--- config.mk ---
export PLATFORM = sky130hd
export DESIGN_NAME = bus_dest_regs_flat
export DESIGN_NICKNAME = d
export VERILOG_FILES = /design/src/rtl/bus_dest_regs_pkg.sv /design/src/rtl/bus_dest_regs_if.sv /design/src/rtl/bus_dest_regs_reg.sv /design/src/rtl/bus_dest_regs.sv /design/src/flat_wrapper.sv
export SDC_FILE = /design/constraint.sdc
export NUM_CORES = 1
export LEC_CHECK = 0
export CORE_MARGIN = 2
export CORE_UTILIZATION = 52
export DETAILED_ROUTE_END_ITERATION = 12
export PLACE_DENSITY_LB_ADDON = 0.25
export SLEW_MARGIN = 20
export SYNTH_ARGS = -nofsm -noshare
export SYNTH_HDL_FRONTEND = slang
export SYNTH_SLANG_ARGS = --single-unit
--- constraint.sdc ---
create_clock -name clk -period 6.7 [get_ports clk]
set_input_delay 1.675 -clock clk [delete_from_list [all_inputs] [get_ports clk]]
set_output_delay 1.675 -clock clk [all_outputs]
set_load 0.01 [all_outputs]
--- src/rtl/bus_dest_regs_pkg.sv ---
// Shared bus code definitions for the destination-register block and the source mux.
// Codes select one of 16 processor registers, the memory port, or nothing.
package bus_dest_regs_pkg;

  localparam int CODE_W   = 5;
  localparam int NUM_REGS = 16;

  typedef enum logic [CODE_W-1:0] {
    CODE_NONE = 5'b00000,
    CODE_AC   = 5'b00001,
    CODE_C3   = 5'b00010,
    CODE_C2   = 5'b00011,
    CODE_C1   = 5'b00100,
    CODE_RN2  = 5'b00101,
    CODE_RK2  = 5'b00110,
    CODE_RM2  = 5'b00111,
    CODE_RN1  = 5'b01000,
    CODE_RK1  = 5'b01001,
    CODE_RM1  = 5'b01010,
    CODE_RT   = 5'b01011,
    CODE_RP   = 5'b01100,
    CODE_DR   = 5'b01101,
    CODE_AR   = 5'b01110,
    CODE_MEM  = 5'b01111,
    CODE_RR   = 5'b10000,
    CODE_RT4  = 5'b10001
  } bus_code_e;

  // Register slot order inside the register file.
  localparam int IDX_AC  = 0;
  localparam int IDX_C3  = 1;
  localparam int IDX_C2  = 2;
  localparam int IDX_C1  = 3;
  localparam int IDX_RN2 = 4;
  localparam int IDX_RK2 = 5;
  localparam int IDX_RM2 = 6;
  localparam int IDX_RN1 = 7;
  localparam int IDX_RK1 = 8;
  localparam int IDX_RM1 = 9;
  localparam int IDX_RT  = 10;
  localparam int IDX_RP  = 11;
  localparam int IDX_DR  = 12;
  localparam int IDX_AR  = 13;
  localparam int IDX_RR  = 14;
  localparam int IDX_RT4 = 15;

  // MEM and NONE codes map to no register slot.
  function automatic logic [NUM_REGS-1:0] code_onehot(input logic [CODE_W-1:0] code);
    logic [NUM_REGS-1:0] oh;
    oh = '0;
    case (code)
      CODE_AC:  oh[IDX_AC]  = 1'b1;
      CODE_C3:  oh[IDX_C3]  = 1'b1;
      CODE_C2:  oh[IDX_C2]  = 1'b1;
      CODE_C1:  oh[IDX_C1]  = 1'b1;
      CODE_RN2: oh[IDX_RN2] = 1'b1;
      CODE_RK2: oh[IDX_RK2] = 1'b1;
      CODE_RM2: oh[IDX_RM2] = 1'b1;
      CODE_RN1: oh[IDX_RN1] = 1'b1;
      CODE_RK1: oh[IDX_RK1] = 1'b1;
      CODE_RM1: oh[IDX_RM1] = 1'b1;
      CODE_RT:  oh[IDX_RT]  = 1'b1;
      CODE_RP:  oh[IDX_RP]  = 1'b1;
      CODE_DR:  oh[IDX_DR]  = 1'b1;
      CODE_AR:  oh[IDX_AR]  = 1'b1;
      CODE_RR:  oh[IDX_RR]  = 1'b1;
      CODE_RT4: oh[IDX_RT4] = 1'b1;
      default:  oh = '0;
    endcase
    return oh;
  endfunction

endpackage

--- src/rtl/bus_dest_regs_if.sv ---
// Bus-side signals of the destination-register block: requests in, register
// contents and memory write port out.
interface bus_dest_regs_if #(parameter int WIDTH = 8);
  import bus_dest_regs_pkg::*;

  logic [WIDTH-1:0]  bus_in;
  logic              wr_en;
  logic [CODE_W-1:0] wr_sel;
  logic              inc_en;
  logic [CODE_W-1:0] inc_sel;
  logic              clr_en;
  logic [CODE_W-1:0] clr_sel;

  logic [WIDTH-1:0] AR, DR, RP, RT, RM1, RK1, RN1, RM2, RK2, RN2, C1, C2, C3, AC, RR, RT4;
  logic             mem_we;
  logic [WIDTH-1:0] mem_addr;
  logic [WIDTH-1:0] mem_wdata;
  logic             ac_zero;

  modport master (
    output bus_in, wr_en, wr_sel, inc_en, inc_sel, clr_en, clr_sel,
    input  AR, DR, RP, RT, RM1, RK1, RN1, RM2, RK2, RN2, C1, C2, C3, AC, RR, RT4,
    input  mem_we, mem_addr, mem_wdata, ac_zero
  );

  modport slave (
    input  bus_in, wr_en, wr_sel, inc_en, inc_sel, clr_en, clr_sel,
    output AR, DR, RP, RT, RM1, RK1, RN1, RM2, RK2, RN2, C1, C2, C3, AC, RR, RT4,
    output mem_we, mem_addr, mem_wdata, ac_zero
  );

endinterface

--- src/rtl/bus_dest_regs_reg.sv ---
// One bus-writable register: clear beats load, load beats increment.
module bus_dest_regs_reg #(
  parameter int WIDTH = 8
) (
  input  logic             clk,
  input  logic             rst,
  input  logic             clr,
  input  logic             ld,
  input  logic             inc,
  input  logic [WIDTH-1:0] d,
  output logic [WIDTH-1:0] q
);

  logic [WIDTH-1:0] val_q;
  logic [WIDTH-1:0] val_d;

  always_comb begin
    val_d = val_q;
    if (clr) begin
      val_d = '0;
    end else if (ld) begin
      val_d = d;
    end else if (inc) begin
      val_d = val_q + 1'b1;
    end
  end

  always_ff @(posedge clk or posedge rst) begin
    if (rst) begin
      val_q <= '0;
    end else begin
      val_q <= val_d;
    end
  end

  assign q = val_q;

endmodule

--- src/rtl/bus_dest_regs.sv ---
// Write side of the datapath bus: decodes destination codes into per-register
// load/increment/clear enables and registers memory write requests.
module bus_dest_regs
  import bus_dest_regs_pkg::*;
#(
  parameter int WIDTH = 8
) (
  input  logic            clk,
  input  logic            rst,
  bus_dest_regs_if.slave  bus
);

  logic [NUM_REGS-1:0] ld_vec;
  logic [NUM_REGS-1:0] inc_vec;
  logic [NUM_REGS-1:0] clr_vec;
  logic [WIDTH-1:0]    reg_val [NUM_REGS];

  always_comb begin
    ld_vec  = bus.wr_en  ? code_onehot(bus.wr_sel)  : '0;
    inc_vec = bus.inc_en ? code_onehot(bus.inc_sel) : '0;
    clr_vec = bus.clr_en ? code_onehot(bus.clr_sel) : '0;
  end

  for (genvar gi = 0; gi < NUM_REGS; gi++) begin : g_reg
    bus_dest_regs_reg #(.WIDTH(WIDTH)) u_reg (
      .clk (clk),
      .rst (rst),
      .clr (clr_vec[gi]),
      .ld  (ld_vec[gi]),
      .inc (inc_vec[gi]),
      .d   (bus.bus_in),
      .q   (reg_val[gi])
    );
  end

  assign bus.AC  = reg_val[IDX_AC];
  assign bus.C3  = reg_val[IDX_C3];
  assign bus.C2  = reg_val[IDX_C2];
  assign bus.C1  = reg_val[IDX_C1];
  assign bus.RN2 = reg_val[IDX_RN2];
  assign bus.RK2 = reg_val[IDX_RK2];
  assign bus.RM2 = reg_val[IDX_RM2];
  assign bus.RN1 = reg_val[IDX_RN1];
  assign bus.RK1 = reg_val[IDX_RK1];
  assign bus.RM1 = reg_val[IDX_RM1];
  assign bus.RT  = reg_val[IDX_RT];
  assign bus.RP  = reg_val[IDX_RP];
  assign bus.DR  = reg_val[IDX_DR];
  assign bus.AR  = reg_val[IDX_AR];
  assign bus.RR  = reg_val[IDX_RR];
  assign bus.RT4 = reg_val[IDX_RT4];

  assign bus.ac_zero = (reg_val[IDX_AC] == '0);

  // Memory write stage: address uses AR before any same-edge AR update.
  logic             mem_we_q,    mem_we_d;
  logic [WIDTH-1:0] mem_addr_q,  mem_addr_d;
  logic [WIDTH-1:0] mem_wdata_q, mem_wdata_d;

  always_comb begin
    mem_we_d    = bus.wr_en && (bus.wr_sel == CODE_MEM);
    mem_addr_d  = mem_addr_q;
    mem_wdata_d = mem_wdata_q;
    if (mem_we_d) begin
      mem_addr_d  = reg_val[IDX_AR];
      mem_wdata_d = bus.bus_in;
    end
  end

  always_ff @(posedge clk or posedge rst) begin
    if (rst) begin
      mem_we_q    <= 1'b0;
      mem_addr_q  <= '0;
      mem_wdata_q <= '0;
    end else begin
      mem_we_q    <= mem_we_d;
      mem_addr_q  <= mem_addr_d;
      mem_wdata_q <= mem_wdata_d;
    end
  end

  assign bus.mem_we    = mem_we_q;
  assign bus.mem_addr  = mem_addr_q;
  assign bus.mem_wdata = mem_wdata_q;

endmodule

--- src/flat_wrapper.sv ---
// flat-port wrapper written by rule: the top's interface ports become plain ports
module bus_dest_regs_flat import bus_dest_regs_pkg::*;
#(
  parameter int WIDTH = 8
)
  (clk, rst, bus_bus_in, bus_wr_en, bus_wr_sel, bus_inc_en, bus_inc_sel, bus_clr_en, bus_clr_sel, bus_AR, bus_DR, bus_RP, bus_RT, bus_RM1, bus_RK1, bus_RN1, bus_RM2, bus_RK2, bus_RN2, bus_C1, bus_C2, bus_C3, bus_AC, bus_RR, bus_RT4, bus_mem_we, bus_mem_addr, bus_mem_wdata, bus_ac_zero);
  bus_dest_regs_if #(.WIDTH(WIDTH)) bus_i ();
  input  logic clk;
  input  logic rst;
  input wire logic [$bits(bus_i.bus_in)-1:0] bus_bus_in;
  input wire logic [$bits(bus_i.wr_en)-1:0] bus_wr_en;
  input wire logic [$bits(bus_i.wr_sel)-1:0] bus_wr_sel;
  input wire logic [$bits(bus_i.inc_en)-1:0] bus_inc_en;
  input wire logic [$bits(bus_i.inc_sel)-1:0] bus_inc_sel;
  input wire logic [$bits(bus_i.clr_en)-1:0] bus_clr_en;
  input wire logic [$bits(bus_i.clr_sel)-1:0] bus_clr_sel;
  output wire logic [$bits(bus_i.AR)-1:0] bus_AR;
  output wire logic [$bits(bus_i.DR)-1:0] bus_DR;
  output wire logic [$bits(bus_i.RP)-1:0] bus_RP;
  output wire logic [$bits(bus_i.RT)-1:0] bus_RT;
  output wire logic [$bits(bus_i.RM1)-1:0] bus_RM1;
  output wire logic [$bits(bus_i.RK1)-1:0] bus_RK1;
  output wire logic [$bits(bus_i.RN1)-1:0] bus_RN1;
  output wire logic [$bits(bus_i.RM2)-1:0] bus_RM2;
  output wire logic [$bits(bus_i.RK2)-1:0] bus_RK2;
  output wire logic [$bits(bus_i.RN2)-1:0] bus_RN2;
  output wire logic [$bits(bus_i.C1)-1:0] bus_C1;
  output wire logic [$bits(bus_i.C2)-1:0] bus_C2;
  output wire logic [$bits(bus_i.C3)-1:0] bus_C3;
  output wire logic [$bits(bus_i.AC)-1:0] bus_AC;
  output wire logic [$bits(bus_i.RR)-1:0] bus_RR;
  output wire logic [$bits(bus_i.RT4)-1:0] bus_RT4;
  output wire logic [$bits(bus_i.mem_we)-1:0] bus_mem_we;
  output wire logic [$bits(bus_i.mem_addr)-1:0] bus_mem_addr;
  output wire logic [$bits(bus_i.mem_wdata)-1:0] bus_mem_wdata;
  output wire logic [$bits(bus_i.ac_zero)-1:0] bus_ac_zero;
  assign bus_i.bus_in = bus_bus_in;
  assign bus_i.wr_en = bus_wr_en;
  assign bus_i.wr_sel = bus_wr_sel;
  assign bus_i.inc_en = bus_inc_en;
  assign bus_i.inc_sel = bus_inc_sel;
  assign bus_i.clr_en = bus_clr_en;
  assign bus_i.clr_sel = bus_clr_sel;
  assign bus_AR = bus_i.AR;
  assign bus_DR = bus_i.DR;
  assign bus_RP = bus_i.RP;
  assign bus_RT = bus_i.RT;
  assign bus_RM1 = bus_i.RM1;
  assign bus_RK1 = bus_i.RK1;
  assign bus_RN1 = bus_i.RN1;
  assign bus_RM2 = bus_i.RM2;
  assign bus_RK2 = bus_i.RK2;
  assign bus_RN2 = bus_i.RN2;
  assign bus_C1 = bus_i.C1;
  assign bus_C2 = bus_i.C2;
  assign bus_C3 = bus_i.C3;
  assign bus_AC = bus_i.AC;
  assign bus_RR = bus_i.RR;
  assign bus_RT4 = bus_i.RT4;
  assign bus_mem_we = bus_i.mem_we;
  assign bus_mem_addr = bus_i.mem_addr;
  assign bus_mem_wdata = bus_i.mem_wdata;
  assign bus_ac_zero = bus_i.ac_zero;
  bus_dest_regs #(.WIDTH(WIDTH)) u_core (.clk(clk), .rst(rst), .bus(bus_i));
endmodule
* After elaboration in Yosys (flattened, before gate mapping) *
Cells that the tools add are included.

storage, ports and cells
  register bits after elaboration = 145
  output and inout bits = 146
  word-level logic and storage cells = 201

operators by class
  $add $sub $neg = 16
  eq/ne operators = 49
  muxes and demuxes = 99
  reductions and logical operators = 18

operators by type and width
  cell                                           number
  two-way mux 8 bit                              48
  adder 8 x 1 -> 8 bit, second input constant    16
  == test 5 x 4 -> 1 bit, second input constant  22
  == test 5 x 3 -> 1 bit, second input constant  12
  two-way mux 1 bit                              48
  two-way mux 16 bit                             3
  nonzero test 3 bit                             16
  == test 5 x 2 -> 1 bit, second input constant  6
  == test 5 bit, second input constant           6
  == test 5 x 1 -> 1 bit, second input constant  3
  logical NOT 8 bit                              1
  logical AND 1 bit                              1

* Depth between registers and ports, before layout *
Gate-level depths: netlist (run 1).

  word-level depth = 6
  gate-level depth with buffers = 7
  mapped depth without buffers = 5

* Hierarchy *
Synthesis (run 1) repeated with hierarchy kept, for this count alone.

unflattened totals
  cells, all modules = 907
  area total of the unflattened synthesis = 8805.9 sq um

by module, submodules not included
  module             times used  cells an instance  area each (sq um)
  bus_dest_regs_reg  16          49                 479.2
  bus_dest_regs      1           123                1138.6

* Least setup slack after synthesis (run 1) *
No wires, ideal clock.

  path kind = register to output
  from = register u_core.g_reg[0].u_reg.val_q[0]
  to = output bus_ac_zero
  arrival time = 1.577 ns
  slack = 3.448 ns
  cell stages (with the launch flop) = 5
  buffers on the path = 0
  cells stage by stage = dfrtp_1 inv_1 ha_1 or4b_2 nor4_1

on the way
  longest elaborated chain between the ends = 1

ends and longest elaborated chain
  what                      line                     text
  start: declaration        bus_dest_regs_reg.sv:14  logic [WIDTH-1:0] val_q;
  start signal: assignment  bus_dest_regs_reg.sv:32  val_q <= val_d;
  logical NOT 8 bit         bus_dest_regs.sv:53      assign bus.ac_zero = (reg_val[IDX_AC] == '0);
  end: declaration          flat_wrapper.sv:36       output wire logic [$bits(bus_i.ac_zero)-1:0] bus_ac_zero;

No other way between the ends.

* Final worst setup path (run 1) *
Ends and elaborated chain as after synthesis.

==> results by group, run 1 <==
Floorplanning
  • Num rows: 45
  • Die span in y: 129.4 microns
  • Area of the die: 16730 sq um
  • Starting Density: 0.5355
  • DIE WIDTH: 129.4 microns
  • Io pins: 174
  • Core Box Area: 15260 sq um

STA
  • Fmax: 240.6 MHz
  • Fin crit share: 0.6203
  • Fin Setup TNS: 0 ns
  • Worst hold margin: 0.5047 ns
  • Worst Max-Slew Pin Slew: 1.170 ns
  • Tmin final: 4.156 ns
  • Clock Skews: 0.008291 ns
  • Count of final hold-check violations: 0
  • Finish-stage setup viols: 0
  • Final Max Tran Viols: 0
  • Rel. slew slack: 0.2177
  • RSZ-0062 raised after global routing: false

Synthesis
  • Commonest cells in the netlist: nor2_1 (157), dfrtp_1 (145), a211oi_1 (118)
  • Syn Inst Count: 865
  • Ranking of synthesized cells by area: dfrtp_1 (44%), a211oi_1 (11%), nor2_1 (7.2%), xnor2_1 (6.1%), xor2_1 (5.8%)
  • Synth warn: 0
  • Seq/Total Area, Yosys: 0.4440
  • Leading area contributor after synthesis: dfrtp_1
  • Mapped Nets: 910
  • Post-synthesis register bit count: 145
  • Mapped Area: 8172 sq um
  • Mean post-synth cell area: 9.447 sq um
  • Top cell type's share of synthesized area: 0.4440
  • Async S/R FF share, synth: 1.000
  • Top_reg_cell synth: dfrtp_1
  • Count leader, synth: nor2_1
  • Synth unique cells: 45
  • Post-synth EDFFs: 0

Setup path
  • CP startpoint kind: register
  • CP Class: register to output pin
  • Worst-path maximum fanout: 4
  • Critical path arrival: 2.48 ns
  • Critical Path RT: 5.03 ns
  • CP Capture Type: output pin

Job
  • Max Cap Violations: 0

Routing
  • Met3 wire len: 1827 microns
  • DRC: 0
  • WL/cell: 19.77 microns
  • Vias: 7346
  • Routed Antenna Nets: 0
  • WL met2: 11920 microns
  • Initial drt markers: 555
  • Via density per instance: 5.953
  • Top sig layer: met5
  • Metal1 wirelength: 10110 microns
  • Total iterations of the first detailed-routing run: 5
  • Final WL: 24400 microns

Layout
  • Final std cells w/o fill: 1234
  • Final core utilization: 0.6954
  • Antenna fix cells: 0
  • Layout Nets: 1055
  • Synth-to-layout area growth: 29.84%
  • Fraction of layout cells with a size suffix above 1: 0.06061
  • Fillers: 1165

Placed design
  • IO Port Bufs: 173
  • Post-detail-place hpwl: 16010 microns
  • Cells after DPL: 1202
  • GP Congestion: 0.8887

Clock network
  • Clk slew on worst S/H paths: 0.06 ns
  • CTS tree: done
  • CTS H-tree lvls: 4
  • CTS Buffer Depth: 2
  • Cts hold-fix bufs: 0
  • Number of clock buffers inserted by TritonCTS: 17
  • Post-CTS Resized: 0
  • Clock Latency Late Sink: 0.43 ns
  • CTS sink cnt: 145
  • Postcts setup bufs: 0
  • Root Driver: clkbuf_16

Pwr
  • Combinational group share of total power: 0.342
  • Pwr dens: 360.1 nW/um^2
  • Switching Fraction: 0.3344
  • Sequential power share: 0.389
  • Clk pwr share: 0.269
  • VDD IR max: 0.0001950 V
  • Pint: 2.543 mW
  • Psw: 1.278 mW
  • Leak: 4.134 nW

Global route
  • Global-route wire length before repair: 38640 microns
  • Initial antenna violation count: 1
  • Largest net degree at the start of global routing: 60
  • Vias in the first global route: 7068
  • Grt ovf: 0
  • GRT Total Usage: 0.3026

Hold path
  • Hold WC Path Type: register to register

Outcome
  • Status: completed
## cells in the final DEF (no fill, tap or decap), drive strengths merged, types with 2 or more instances in the layout
| master | synthesis | routed |
|---|---|---|
| clkdlybuf4s50 | 0 | 172 |
| nor2 | 157 | 157 |
| dfrtp | 145 | 145 |
| a211oi | 119 | 119 |
| xnor2 | 57 | 57 |
| xor2 | 54 | 54 |
| nand2 | 53 | 53 |
| nand3 | 42 | 42 |
| nand4 | 31 | 31 |
| nor3 | 17 | 17 |
| ha | 17 | 17 |
| clkbuf | 38 | 17 |
| mux2i | 16 | 16 |
| mux2 | 16 | 16 |
| and3 | 16 | 16 |
| and2 | 15 | 15 |
| nor4 | 9 | 9 |
| inv | 6 | 9 |
| nor2b | 8 | 8 |
| o22ai | 8 | 8 |
| a21oi | 8 | 8 |
| clkinvlp | 0 | 4 |
| bufinv | 0 | 4 |
| clkinv | 0 | 4 |
| and4 | 3 | 3 |
| and4bb | 3 | 3 |
| buf | 11 | 3 |
| nand2b | 2 | 2 |
| and3b | 2 | 2 |
| nand4bb | 2 | 2 |
| nor4b | 2 | 2 |
## kinds of logic (layout without fill, tap and decap cells)
kind of cell,count (synthesis),in the layout,share of synthesized area
adders and majority gates,17,17,0.02603
DFF,145,145,0.4440
xor gates and xnor gates,111,111,0.1190
muxes,32,32,0.04165
and+or+nand+nor,368,368,0.2188
buffers and inverters,55,213,0.02787
AOI/OAI and AO/OA,137,137,0.1226
## power groups by stage
stage	clock network [mW]	logic, mW	registers (mW)
2_1_floorplan	0	0.506	1.53
3_3_place_gp	0	1.27	1.48
3_5_place_dp	0	1.30	1.48
4_1_cts	1.03	1.31	1.48
5_1_grt	1.07	1.42	1.53
6_report	1.03	1.31	1.49
## worst paths after layout
| path | start | to | slack (ns) | depth (start not counted) |
|---|---|---|---|---|
| max in group asynchronous | rst | u_core.g_reg[7].u_reg.q[4] | 4.00 | 3 |
| setup reg to reg | u_core.g_reg[0].u_reg.q[1] | u_core.g_reg[0].u_reg.q[7] | 5.17 | 4 |
| setup / recovery | u_core.g_reg[0].u_reg.q[0] | bus_ac_zero | 2.54 | 5 |
| hold reg to reg | u_core.bus.mem_wdata[4] | u_core.bus.mem_wdata[4] | 0.50 | 1 |
| min in group asynchronous | rst | u_core.g_reg[0].u_reg.q[6] | 1.69 | 2 |
| hold / removal | u_core.bus.mem_wdata[4] | u_core.bus.mem_wdata[4] | 0.50 | 1 |
## layout make-up
class,instances,area (sq um),share of cell area
Clock buffer,17,425.4,0.04009
Clock inverter,15,207.7,0.01958
Inverter,6,27.53,0.002594
Multi-Input combinational cell,665,4315,0.4067
Sequential cell,145,3628,0.3420
Tap cell,211,264.0,0.02488
Timing Repair Buffer,175,1742,0.1642
## flip-flops by register name, indices dropped and copies added, names as in the netlist
register	flops
u_core.g.u_reg.q	128
u_core.bus.mem_wdata	8
u_core.bus.mem_we	1
u_core.bus.mem_addr	8
## through the flow
step	power (mW)	area (sq um)	setup WS, ns
floorplan	2.041	8172	1.130
global placement	2.750	9982	2.640
detailed placement	2.781	9982	2.536
CTS	3.825	10620	2.556
global route	4.013	10610	2.418
finish	3.821	10610	2.544
## routing by layer
layer / global-route usage / vias up
li1: - / 3405
met3: 0.04913 / 49
met5: 0 / -
met1: 0.4091 / 3572
met4: 0.1029 / 2
met2: 0.4991 / 318
## critical path: stages, from the launching register on
cell,delay [ns]
dfrtp_1,0.42
inv_1,0.12
ha_1,0.17
or4b_2,0.57
nor4_1,0.19
clkdlybuf4s50_1,0.58
(Power assumes the default switching activity.)
==> run 2: changes to the inputs <==
CORE_UTILIZATION = 47   (was 52)
clock period = 3.5 ns   (was 6.7 ns; I/O delays follow)
==> results by group, run 2 (synthesis gave the netlist of run 1 again) <==
Outcome
  • Status: completed (unchanged)

Setup path
  • Stages on worst setup path: 5 (unchanged)
  • CP Class: register to output pin (unchanged)
  • WP buf/inv: 2 (unchanged)
  • CP startpoint kind: register (unchanged)
  • Critical path arrival: 2.43 ns (was 2.48 ns)
  • Top delay family on crit path: simple AND/OR/NAND/NOR gates (unchanged)
  • Critical path's largest stage delay: 0.58 ns (about the same)
  • Critical Path RT: 2.62 ns (was 5.03 ns)
  • Worst path cell trace: inv_1 > ha_1 > or4b_2 > nor4_1 > clkdlybuf4s50_1 (unchanged)
  • Worst reg2reg path depth: 5 (was 4)
  • CP Capture Type: output pin (unchanged)
  • Slowest cell on the critical path: or4b_2 (was clkdlybuf4s50_1)
  • Worst-path maximum fanout: 4 (unchanged)

Clock network
  • Root Driver: clkbuf_16 (unchanged)
  • CTS Buffer Depth: 2 (unchanged)
  • Postcts setup bufs: 0 (unchanged)
  • Cts hold-fix bufs: 0 (unchanged)
  • Clk slew on worst S/H paths: 0.06 ns (about the same)
  • CTS sink cnt: 145 (unchanged)
  • CTS tree: done (unchanged)
  • Post-CTS Resized: 0 (unchanged)
  • CTS H-tree lvls: 4 (unchanged)
  • Clock Latency Late Sink: 0.42 ns (was 0.43 ns)
  • Number of clock buffers inserted by TritonCTS: 17 (unchanged)

Placed design
  • Cells after DPL: 1237 (was 1202)
  • Post-detail-place hpwl: 16340 microns (was 16010 microns)
  • Pre-CTS WS: 0.4403 ns (was 2.536 ns)
  • GP Congestion: 0.8565 (was 0.8887)
  • IO Port Bufs: 173 (unchanged)
  • DP Area: 10180 sq um (was 9982 sq um)

Layout
  • Area of the multi-input gates: 4315 sq um (unchanged)
  • Fraction of layout cells with a size suffix above 1: 0.07670 (was 0.06061)
  • Leading cell type in the layout, fill and taps excluded: clkdlybuf4s50_1 (unchanged)
  • Final core utilization: 0.6273 (was 0.6954)
  • Antenna fix cells: 0 (unchanged)
  • Layout Nets: 1076 (was 1055)
  • Max FFs per register: 128 (unchanged)
  • Synth-to-layout area growth: 31.40% (was 29.84%)
  • Design Area, Final: 10740 sq um (was 10610 sq um)
  • Final std cells w/o fill: 1268 (was 1234)
  • Sequential cell area: 3628 sq um (unchanged)
  • Most frequent cells in the layout: clkdlybuf4s50_1 (173), nor2_1 (157), dfrtp_1 (145) (was clkdlybuf4s50_1 (172), nor2_1 (157), dfrtp_1 (145))
  • Fillers: 1455 (was 1165)

STA
  • Post-route setup slack: 0.1957 ns (was 2.544 ns)
  • Fmax: 302.6 MHz
  • Worst hold margin: 0.5063 ns (was 0.5047 ns)
  • Fin Setup TNS: 0 ns (unchanged)
  • Fin crit share: 0.9441
  • Tmin final: 3.304 ns
  • RSZ-0062 raised after global routing: false (unchanged)
  • Finish-stage setup viols: 0 (unchanged)
  • Worst Max-Slew Pin Slew: 1.031 ns (was 1.170 ns)
  • Final Max Tran Viols: 0 (unchanged)
  • Rel. slew slack: 0.3102 (was 0.2177)
  • Count of final hold-check violations: 0 (unchanged)
  • Clock Skews: 0.007544 ns (was 0.008291 ns)

Floorplanning
  • Area of the die: 18460 sq um (was 16730 sq um)
  • Core Box Area: 17120 sq um (was 15260 sq um)
  • Die span in y: 135.9 microns (was 129.4 microns)
  • Starting Density: 0.4774 (was 0.5355)
  • Num rows: 48 (was 45)
  • Io pins: 174 (unchanged)
  • DIE WIDTH: 135.9 microns (was 129.4 microns)

Routing
  • Via density per instance: 5.693 (was 5.953)
  • Total iterations of the first detailed-routing run: 5 (unchanged)
  • Final WL: 23760 microns (was 24400 microns)
  • Vias: 7219 (was 7346)
  • DRC: 0 (unchanged)
  • Initial drt markers: 562 (was 555)
  • Routed Antenna Nets: 0 (unchanged)
  • WL/cell: 18.74 microns (was 19.77 microns)

Global route
  • Grt ovf: 0 (unchanged)
  • Largest net degree at the start of global routing: 89 (was 60)
  • Vias in the first global route: 6744 (was 7068)
  • Global-route wire length before repair: 36660 microns (was 38640 microns)
  • GRT Total Usage: 0.2603 (was 0.3026)
  • Initial antenna violation count: 0 (was 1)

Job
  • Max Cap Violations: 0 (unchanged)

Pwr
  • Leak: 4.216 nW (was 4.134 nW)
  • Pwr dens: 658.1 nW/um^2 (was 360.1 nW/um^2)
  • VDD IR max: 0.0003912 V (was 0.0001950 V)
  • Total power: 7.067 mW (was 3.821 mW)

Hold path
  • Worst Hold Depth: 1 (unchanged)
  • Hold WC Path Type: register to register (unchanged)
run 2: cell count changes in the layout (fill, tap and decap cells not counted), sizes merged:
cell,change
clkdlybuf4s50,+1
inv,-4
clkinv,+2
bufinv,-3
buf,+20
clkbuf,+4
run 2: routing by layer:
metal | global-route usage | part of all wire | vias up
met2 | 0.4153 | 0.47 | 234
met5 | 0 | 0 | -
met1 | 0.3540 | 0.44 | 3518
li1 | - | - | 3425
met4 | 0.09722 | 0.028 | 0
met3 | 0.04922 | 0.059 | 42
run 2: layout make-up:
type                    instances  area share
clock inverters                10    0.008040
multi-input cells             665      0.4019
well taps                     225     0.02622
flip-flops and latches        145      0.3379
repair buffers                196      0.1797
inverters                       6    0.002447
clock buffers                  21     0.04381
run 2: path summary, 6_finish.rpt:
| kind | from | end | slack [ns] |
|---|---|---|---|
| max | u_core.g_reg[0].u_reg.q[0] | bus_ac_zero | 0.20 |
| min | u_core.bus.mem_addr[6] | u_core.bus.mem_addr[6] | 0.51 |
| max reg2reg | u_core.g_reg[6].u_reg.q[1] | u_core.g_reg[6].u_reg.q[6] | 2.00 |
| min reg2reg | u_core.bus.mem_addr[6] | u_core.bus.mem_addr[6] | 0.51 |
| max in group asynchronous | rst | u_core.g_reg[12].u_reg.q[1] | 2.10 |
| min in group asynchronous | rst | u_core.g_reg[8].u_reg.q[7] | 0.70 |
run 2: report_power, final:
part / internal, mW / total, mW / switching [mW]
sequential: 2.19 / 2.85 / 0.662
clock: 1.02 / 1.73 / 0.706
combinational: 1.50 / 2.49 / 0.995
total: 4.70 / 7.07 / 2.36
